### src/rtl/rr_select_arbiter_pkg.sv
// rtl/rr_select_arbiter_pkg.sv - shared state encoding and width helper for the select arbiter
package rr_select_arbiter_pkg;

    typedef enum logic [1:0] {
        ST_IDLE  = 2'd0,
        ST_GRANT = 2'd1,
        ST_GAP   = 2'd2
    } state_e;

    // Address width for the decoded select index; at least one bit.
    function automatic int addr_width(input int num_output);
        return (num_output < 2) ? 1 : $clog2(num_output);
    endfunction

endpackage

### src/rtl/rr_select_arbiter_if.sv
// rtl/rr_select_arbiter_if.sv - request/grant bundle between requesters and the select arbiter
interface rr_select_arbiter_if
    import rr_select_arbiter_pkg::*;
#(
    parameter int NUM_OUTPUT = 4
);
    localparam int AW = addr_width(NUM_OUTPUT);

    logic [NUM_OUTPUT-1:0] in_request;
    logic                  in_done;
    logic [AW-1:0]         out_address;
    logic [NUM_OUTPUT-1:0] out_grant;
    logic                  out_valid;
    logic                  out_timeout;
    logic                  out_error;

    // Requester side drives requests/done and observes the grant.
    modport master (
        output in_request, in_done,
        input  out_address, out_grant, out_valid, out_timeout, out_error
    );

    // Arbiter side.
    modport slave (
        input  in_request, in_done,
        output out_address, out_grant, out_valid, out_timeout, out_error
    );

endinterface

### src/rtl/rr_priority_pick.sv
// rtl/rr_priority_pick.sv - combinational rotating-priority search starting after last_owner
module rr_priority_pick
    import rr_select_arbiter_pkg::*;
#(
    parameter int NUM_OUTPUT = 4,
    parameter int AW         = addr_width(NUM_OUTPUT)
) (
    input  logic [NUM_OUTPUT-1:0] req,
    input  logic [AW-1:0]         last_owner,
    output logic [AW-1:0]         winner,
    output logic                  any_req
);

    logic [AW:0]   sum;
    logic [AW-1:0] idx;

    // Walk candidates from farthest to nearest so the nearest set bit after
    // last_owner overwrites the others; modulo is done by one conditional
    // subtract so non-power-of-two counts wrap correctly.
    always_comb begin
        winner  = '0;
        any_req = 1'b0;
        sum     = '0;
        idx     = '0;
        for (int i = NUM_OUTPUT; i >= 1; i--) begin
            sum = {1'b0, last_owner} + (AW+1)'(i);
            if (sum >= (AW+1)'(NUM_OUTPUT)) begin
                sum = sum - (AW+1)'(NUM_OUTPUT);
            end
            idx = sum[AW-1:0];
            if (req[idx]) begin
                winner  = idx;
                any_req = 1'b1;
            end
        end
    end

endmodule

### src/rtl/rr_select_arbiter.sv
// rtl/rr_select_arbiter.sv - round-robin owner of a decoded select with hold limit and dead gap
module rr_select_arbiter
    import rr_select_arbiter_pkg::*;
#(
    parameter int NUM_OUTPUT = 4,
    parameter int MAX_HOLD   = 16
) (
    input  logic               clk,
    input  logic               rst,
    rr_select_arbiter_if.slave bus
);

    localparam int AW = addr_width(NUM_OUTPUT);
    localparam int HW = $clog2(MAX_HOLD + 1);
    localparam logic [HW-1:0] HOLD_LAST = HW'(MAX_HOLD - 1);
    localparam logic [AW-1:0] LAST_RST  = AW'(NUM_OUTPUT - 1);

    state_e                state_q, state_d;
    logic [AW-1:0]         address_q, address_d;
    logic [NUM_OUTPUT-1:0] grant_q, grant_d;
    logic                  valid_q, valid_d;
    logic                  timeout_q, timeout_d;
    logic                  error_q, error_d;
    logic [HW-1:0]         hold_q, hold_d;
    logic [AW-1:0]         last_q, last_d;

    logic [AW-1:0] winner;
    logic          any_req;
    logic          owner_req;
    logic          hold_expired;

    rr_priority_pick #(
        .NUM_OUTPUT (NUM_OUTPUT),
        .AW         (AW)
    ) u_pick (
        .req        (bus.in_request),
        .last_owner (last_q),
        .winner     (winner),
        .any_req    (any_req)
    );

    assign owner_req    = bus.in_request[address_q];
    assign hold_expired = (hold_q == HOLD_LAST);

    // Next-state and registered-output computation for IDLE/GRANT/GAP.
    always_comb begin
        state_d   = state_q;
        address_d = address_q;
        grant_d   = grant_q;
        valid_d   = valid_q;
        hold_d    = hold_q;
        last_d    = last_q;
        timeout_d = 1'b0;
        // done without an owner is flagged but never changes arbitration
        error_d   = bus.in_done & ~valid_q;

        unique case (state_q)
            ST_GRANT: begin
                if (bus.in_done || !owner_req || hold_expired) begin
                    state_d   = ST_GAP;
                    valid_d   = 1'b0;
                    grant_d   = '0;
                    hold_d    = '0;
                    // timeout only when the counter alone forced the release
                    timeout_d = hold_expired & ~bus.in_done & owner_req;
                end else begin
                    hold_d = hold_q + HW'(1);
                end
            end
            default: begin
                // IDLE and GAP both arbitrate; GAP never repeats itself
                if (any_req) begin
                    state_d   = ST_GRANT;
                    address_d = winner;
                    grant_d   = NUM_OUTPUT'(1) << winner;
                    valid_d   = 1'b1;
                    last_d    = winner;
                    hold_d    = '0;
                end else begin
                    state_d = ST_IDLE;
                    valid_d = 1'b0;
                    grant_d = '0;
                end
            end
        endcase
    end

    // State and output registers; reset cancels any pending pulse.
    always_ff @(posedge clk) begin
        if (rst) begin
            state_q   <= ST_IDLE;
            address_q <= '0;
            grant_q   <= '0;
            valid_q   <= 1'b0;
            timeout_q <= 1'b0;
            error_q   <= 1'b0;
            hold_q    <= '0;
            last_q    <= LAST_RST;
        end else begin
            state_q   <= state_d;
            address_q <= address_d;
            grant_q   <= grant_d;
            valid_q   <= valid_d;
            timeout_q <= timeout_d;
            error_q   <= error_d;
            hold_q    <= hold_d;
            last_q    <= last_d;
        end
    end

    assign bus.out_address = address_q;
    assign bus.out_grant   = grant_q;
    assign bus.out_valid   = valid_q;
    assign bus.out_timeout = timeout_q;
    assign bus.out_error   = error_q;

endmodule

### src/flat_wrapper.sv
// flat-port wrapper written by rule: the top's interface ports become plain ports
module rr_select_arbiter_flat import rr_select_arbiter_pkg::*;
#(
    parameter int NUM_OUTPUT = 4,
    parameter int MAX_HOLD   = 16
)
  (clk, rst, bus_in_request, bus_in_done, bus_out_address, bus_out_grant, bus_out_valid, bus_out_timeout, bus_out_error);
  rr_select_arbiter_if #(.NUM_OUTPUT(NUM_OUTPUT)) bus_i ();
  input  logic clk;
  input  logic rst;
  input wire logic [$bits(bus_i.in_request)-1:0] bus_in_request;
  input wire logic [$bits(bus_i.in_done)-1:0] bus_in_done;
  output wire logic [$bits(bus_i.out_address)-1:0] bus_out_address;
  output wire logic [$bits(bus_i.out_grant)-1:0] bus_out_grant;
  output wire logic [$bits(bus_i.out_valid)-1:0] bus_out_valid;
  output wire logic [$bits(bus_i.out_timeout)-1:0] bus_out_timeout;
  output wire logic [$bits(bus_i.out_error)-1:0] bus_out_error;
  assign bus_i.in_request = bus_in_request;
  assign bus_i.in_done = bus_in_done;
  assign bus_out_address = bus_i.out_address;
  assign bus_out_grant = bus_i.out_grant;
  assign bus_out_valid = bus_i.out_valid;
  assign bus_out_timeout = bus_i.out_timeout;
  assign bus_out_error = bus_i.out_error;
  rr_select_arbiter #(.NUM_OUTPUT(NUM_OUTPUT), .MAX_HOLD(MAX_HOLD)) u_core (.clk(clk), .rst(rst), .bus(bus_i));
endmodule
### config.mk
export PLATFORM = sky130hd
export DESIGN_NAME = rr_select_arbiter_flat
export DESIGN_NICKNAME = d
export VERILOG_FILES = /design/src/rtl/rr_select_arbiter_pkg.sv /design/src/rtl/rr_select_arbiter_if.sv /design/src/rtl/rr_priority_pick.sv /design/src/rtl/rr_select_arbiter.sv /design/src/flat_wrapper.sv
export SDC_FILE = /design/constraint.sdc
export NUM_CORES = 1
export LEC_CHECK = 0
export BUFFER_PORTS_ARGS = -buffer_cell sky130_fd_sc_hd__buf_4
export CAP_MARGIN = 30
export CORE_MARGIN = 2
export CORE_UTILIZATION = 35
export CTS_BUF_LIST = sky130_fd_sc_hd__clkbuf_16
export CTS_CLUSTER_DIAMETER = 200
export DETAILED_ROUTE_END_ITERATION = 16
export GPL_TIMING_DRIVEN = 0
export PLACE_DENSITY = 0.61
export SETUP_SLACK_MARGIN = 0.4
export SLEW_MARGIN = 20
export SYNTH_ARGS = -nofsm -noshare
export SYNTH_HDL_FRONTEND = slang
export SYNTH_SLANG_ARGS = --single-unit
export TNS_END_PERCENT = 100
### constraint.sdc
create_clock -name clk -period 2.25 [get_ports clk]
set_input_delay 0 -clock clk [delete_from_list [all_inputs] [get_ports clk]]
set_output_delay 0 -clock clk [all_outputs]
set_load 0.05 [all_outputs]
==> results.toml, run 1 <==
[status]
status = "completed"

[cells_and_area]
fin_area_um2 = 1082
fin_nets = 117
diodes = 0
final_core_util_pct = 49.40
drive_above_1_share_pct = 31.78
area_growth_pct = 35.37
instances_no_fill = 135

[sta]
setup-violations-final = 0
fin_tns_setup_ns = 0
skew_ns = 0.001621
tightest_slew_ns = 0.4382
rsz0062_at_grt = "yes"
fmax_ghz = 0.5556
finalCritPeriodShare_pct = 79.99
max_slew_margin_pct = 70.61
hold_viol_final = 0
fin_ws_ns = 0.4502
whs_ns = 0.05170
slew_viol_final = 0
period_needed_ns = 1.800

[detailed_routing]
first_iter_violations = 13
ant_nets = 0
vias = 737
wire_per_inst_um = 12.72
routed_wl_um = 1717
drc = 0
first_pass_iters = 4
via_per_inst = 5.459

[logic_synthesis]
yosys.area_share.adder_pct = 3.130
synth_cells = 87
synth_cell_type_count = 36
synth-xor-area-share_pct = 1.095
synth_top_family_by_area = "compound AO/OA/AOI/OAI gates"
synthSimpleGateAreaFrac_pct = 21.75
ys_ff_latch = 17
synth_edf_count = 0
syn_nets = 96
syn_area_um2 = 799.5
synth-seq-area-share_pct = 42.57
synthArstFlopShare_pct = 0
synth_compound_area_share_pct = 25.04
avgSynthCellArea_um2 = 9.190
synth-main-ff-cell = "dfxtp_1"
synthMuxAreaShare_pct = 3.756
yosysWarnings = 0

[placed_design]
detailed_place_hpwl_um = 1220
post-place-cells = 129
portBuffers = 14
placedInstanceArea_um2 = 942.2
post-place-ws_ns = 0.2777
routabilityCongestion = 0.7711

[global_routing]
busiest_layer = "met2"
grt_pass1_vias = 692
grt_overflow_total = 0
grtUsageMet3_pct = 5.747
grt_usage_pct = 15.17
grt_max_degree = 11
antenna_found_initial = 0
grtUsageMet2_pct = 22.22
grtUsageMet1_pct = 20.11
grt_pass1_wl_um = 3008

[die]
rows = 17
core-area_um2 = 2191
die_area_um2 = 2683
pin_count = 16
chipHeight_um = 51.80
initial_core_util_pct = 36.49
die_width_um = 51.80

[pwr]
power_frac_comb_pct = 22.6
total_power_mw = 0.9090
p_switching_mw = 0.2674
p_clk_share_pct = 39.9
cellPowerDensity_nw_per_um2 = 839.9
peakVddDrop_mv = 0.5060
intPower_mw = 0.6416
p_leak_nw = 0.4575
switching_share_pct = 29.42
p_seq_share_pct = 37.4

[clocking]
cts.sinks = 17
htree_levels = 1
cts_tree = "yes"
clk_pin_slew_ns = 0.05
holdBufCountCts = 0
clk_root_buffer_cell = "clkbuf_16"
numCtsBuffers = 3
cts.path.max_buffers = 2
clkLatencyLatePin_ns = 0.25

[worst_setup_path]
cp_data_arrival_time_ns = 1.99
start_kind = "flop"
cpMaxStageDelayCell = "or3b_4"
critPathBufInv = 0
cp_cell_sequence = "ha_4 -> and3_4 -> ha_4 -> or3b_4 -> o22ai_4 -> and2_4 -> a22o_1"
crit_required_ns = 2.44
crit_path_end_kind = "flop"
path_class = "flop to flop"
cp_top_family = "simple AND/OR/NAND/NOR gates"
path_max_fanout = 6
crit_top_cell = "ha_4"
slowest_delay_ns = 0.38

[run]
maxCapViolations = 0

[worst_hold_path]
holdCritPathClass = "input port to flop"
[final cells by class]
class	instances	area (µm²)
buffer	2	10.01
clock buffer	3	75.07
clock inverter	1	5.005
fill	211	1109
inverter	3	11.26
multi-input combinational	65	483.0
sequential	17	342.8
tap	28	35.03
timing repair buffer	16	120.1
[repair_timing]
item | CTS | global route
pin swaps | 5 | 3
setup buffers | 1 | 1
resized for setup | 7 | 2
hold endpoints to repair | 0 | 0
setup endpoints to repair | 10 | 9
[logic make-up (layout without fill, tap and decap cells)]
| logic type | Yosys count | in the layout |
|---|---|---|
| muxes | 3 | 3 |
| xor gates and xnor gates | 1 | 1 |
| AOI/OAI and AO/OA | 27 | 27 |
| and+or+nand+nor | 32 | 32 |
| buffers and inverters | 5 | 25 |
| adders and majority gates | 2 | 2 |
| DFF | 17 | 17 |
[power groups by stage]
stage,clock network (mW),registers (mW),logic [mW]
2_1_floorplan,0,0.392,0.0911
5_1_grt,0.385,0.344,0.224
3_3_place_gp,0,0.345,0.191
6_report,0.363,0.340,0.206
4_1_cts,0.369,0.340,0.202
3_5_place_dp,0,0.346,0.192
[sequential cells by signal, indices dropped and copies added (netlist names)]
register and count:
u_core.bus.out_address 2, u_core.bus.out_error 1, u_core.bus.out_grant 4, u_core.bus.out_timeout 1, u_core.hold_q 5, u_core.last_q 2, u_core.state_q 2
[placed cells by master, fill, tap and decap left out, types with 2 or more instances in the layout]
master	n
o21ai_1	5
nand2_1	6
nor2_1	6
dfxtp_1	15
inv_1	3
dfxtp_2	2
nand3_1	2
mux2i_1	3
a211oi_1	2
a32o_2	2
nor3_1	4
a32o_1	2
ha_4	2
nor3b_1	2
buf_4	16
nor2b_1	2
o21ai_0	2
clkbuf_16	3
a21oi_1	4
nand2b_1	3
[cells in the mapped netlist, drive strengths merged, types with 3 or more instances]
| cell | n | area (µm²) |
|---|---|---|
| dfxtp | 17 | 340.3 |
| nor2 | 7 | 28.78 |
| o21ai | 7 | 35.03 |
| nand2 | 6 | 22.52 |
| a21oi | 4 | 20.02 |
| a32o | 4 | 42.54 |
| nor3 | 4 | 20.02 |
| inv | 3 | 11.26 |
| mux2i | 3 | 30.03 |
| nand2b | 3 | 18.77 |
[final timing paths]
| kind | from | to | slack, ns | cells after the start |
|---|---|---|---|---|
| worst max-delay path | u_core.hold_q[1]$_SDFFE_PP0P_ | u_core.hold_q[1]$_SDFFE_PP0P_ | 0.45 | 7 |
| worst min register to register | u_core.hold_q[4]$_SDFFE_PP0P_ | u_core.hold_q[4]$_SDFFE_PP0P_ | 0.45 | 2 |
| worst max register to register | u_core.hold_q[1]$_SDFFE_PP0P_ | u_core.hold_q[1]$_SDFFE_PP0P_ | 0.45 | 7 |
| worst min-delay path | bus_in_done | u_core.bus.out_error$_SDFF_PP0_ | 0.05 | 2 |
[layer usage]
metal,up-vias,share of wire [%]
met5,-,0
met4,0,0.70
met2,21,45
met1,347,49
li1,367,-
met3,2,5.5
(Power assumes the default switching activity.)
==> run 2: changes to the inputs <==
PLACE_DENSITY = 0.63   (was 0.61)
clock period = 1.64 ns   (was 2.25 ns; I/O delays follow)
==> results.toml, run 2 (synthesis gave the netlist of run 1 again) <==
[status]
status = "finished, violations left"
failed_checks = "setup timing"

[worst_setup_path]
r2r_setup_slack_ns = -0.11
path_class = "flop to flop"
start_kind = "flop"
cp_data_arrival_time_ns = 1.94
critPathBufInv = 0
cp_top_family = "simple AND/OR/NAND/NOR gates"
cpMaxStageDelayCell = "dfxtp_2"
cp_cell_sequence = "ha_4 -> and3_4 -> ha_4 -> or3_4 -> o22ai_4 -> and2_4 -> a22o_1"
crit_required_ns = 1.83
crit_top_cell = "ha_4"
path_max_fanout = 5
slowest_delay_ns = 0.33
crit_path_end_kind = "flop"

[cells_and_area]
diodes = 0
layout_common_cells = "buf_4, dfxtp_1, nand2_1"
fin_area_um2 = 1122
drive_above_1_share_pct = 38.18
top_register = "u_core.hold_q"
fill_cells = 214
area_growth_pct = 40.38
instances_no_fill = 138
final_common_cell = "buf_4"
fin_nets = 120
largest_reg_flops = 5

[sta]
hold_viol_final = 0
finalCritPeriodShare_pct = 106.5
setup-violations-final = 10
slew_viol_final = 0
fmax_ghz = 0.5726
fin_tns_setup_ns = -0.6973
rsz0062_at_grt = "yes"
skew_ns = 0.002270
tightest_slew_ns = 0.3850
fin_ws_ns = -0.1065
whs_ns = 0.04863
period_needed_ns = 1.747
max_slew_margin_pct = 73.60

[placed_design]
placedInstanceArea_um2 = 974.7
post-place-cells = 129
routabilityCongestion = 0.7515
portBuffers = 14
detailed_place_hpwl_um = 1213

[global_routing]
grt_pass1_wl_um = 3029
antenna_found_initial = 0
grt_usage_pct = 15.73
grt_overflow_total = 0
grt_pass1_vias = 691
grt_max_degree = 11

[pwr]
p_leak_nw = 0.4801
cellPowerDensity_nw_per_um2 = 1110
p_seq_share_pct = 37.7
p_clk_share_pct = 38.9
peakVddDrop_mv = 0.5504
power_frac_comb_pct = 23.4
p_switching_mw = 0.3591
intPower_mw = 0.8864
switching_share_pct = 28.83

[detailed_routing]
wire_per_inst_um = 12.52
drc = 0
first_iter_violations = 5
routed_wl_um = 1728
ant_nets = 0
via_per_inst = 5.225
first_pass_iters = 4
vias = 721

[clocking]
cts.path.max_buffers = 2
cts.sinks = 17
numCtsBuffers = 3
clk_pin_slew_ns = 0.05
cts_tree = "yes"
htree_levels = 1
holdBufCountCts = 0
clkLatencyLatePin_ns = 0.25
clk_root_buffer_cell = "clkbuf_16"

[die]
core-area_um2 = 2191
die_width_um = 51.80
chipHeight_um = 51.80
pin_count = 16
die_area_um2 = 2683
initial_core_util_pct = 36.49
rows = 17

[run]
maxCapViolations = 0

[worst_hold_path]
holdCritPathClass = "input port to flop"
## run 2: worst paths after layout
check,from,endpoint,depth (start not counted)
max reg2reg,u_core.hold_q[0]$_SDFFE_PP0P_,u_core.hold_q[1]$_SDFFE_PP0P_,7
min reg2reg,u_core.state_q[0]$_SDFFE_PP0P_,u_core.bus.out_error$_SDFF_PP0_,1
min,rst,u_core.bus.out_address[1]$_SDFFE_PP0P_,2
max,u_core.hold_q[0]$_SDFFE_PP0P_,u_core.hold_q[1]$_SDFFE_PP0P_,7
## run 2: timing repair
action,in CTS,in global routing
resized for setup,3,6
setup buffers,3,2
pin swaps,4,6
setup endpoints to repair,13,15
## run 2: metal layers
| layer | part of all wire, % | GRT usage (%) | up-vias | routed length, µm |
|---|---|---|---|---|
| li1 | - | - | 375 | - |
| met1 | 48 | 18.72 | 327 | 822 |
| met5 | 0 | 0 | - | 0 |
| met4 | 2.5 | 9.211 | 0 | 44 |
| met2 | 45 | 24.57 | 14 | 783 |
| met3 | 4.5 | 5.172 | 5 | 77 |
## run 2: through the flow
step           power (mW)  utilization, %  worst slack [ns]
4_1_cts             1.240           49.69           -0.1520
3_3_place_gp       0.7371           44.49           -0.1783
6_report            1.246           51.23           -0.1065
2_1_floorplan      0.6653               -          -0.06982
3_5_place_dp       0.7400           44.49           -0.1702
5_1_grt             1.298           51.23           -0.1749
## run 2: power groups by stage
| stage | registers [mW] | logic [mW] | clock network [mW] |
|---|---|---|---|
| 2_1_floorplan | 0.540 | 0.125 | 0 |
| 3_3_place_gp | 0.475 | 0.262 | 0 |
| 3_5_place_dp | 0.476 | 0.264 | 0 |
| 4_1_cts | 0.467 | 0.279 | 0.494 |
| 5_1_grt | 0.474 | 0.315 | 0.509 |
| 6_report | 0.469 | 0.292 | 0.485 |
## run 2: layout make-up
cell class | instances | area (µm²) | area share [%]
inverters | 3 | 11.26 | 1.003
clock buffers | 3 | 75.07 | 6.689
clock inverters | 1 | 3.754 | 0.3344
multi-input cells | 65 | 491.7 | 43.81
repair buffers | 19 | 142.6 | 12.71
flip-flops and latches | 17 | 346.6 | 30.88
plain buffers | 2 | 16.27 | 1.449
well taps | 28 | 35.03 | 3.122
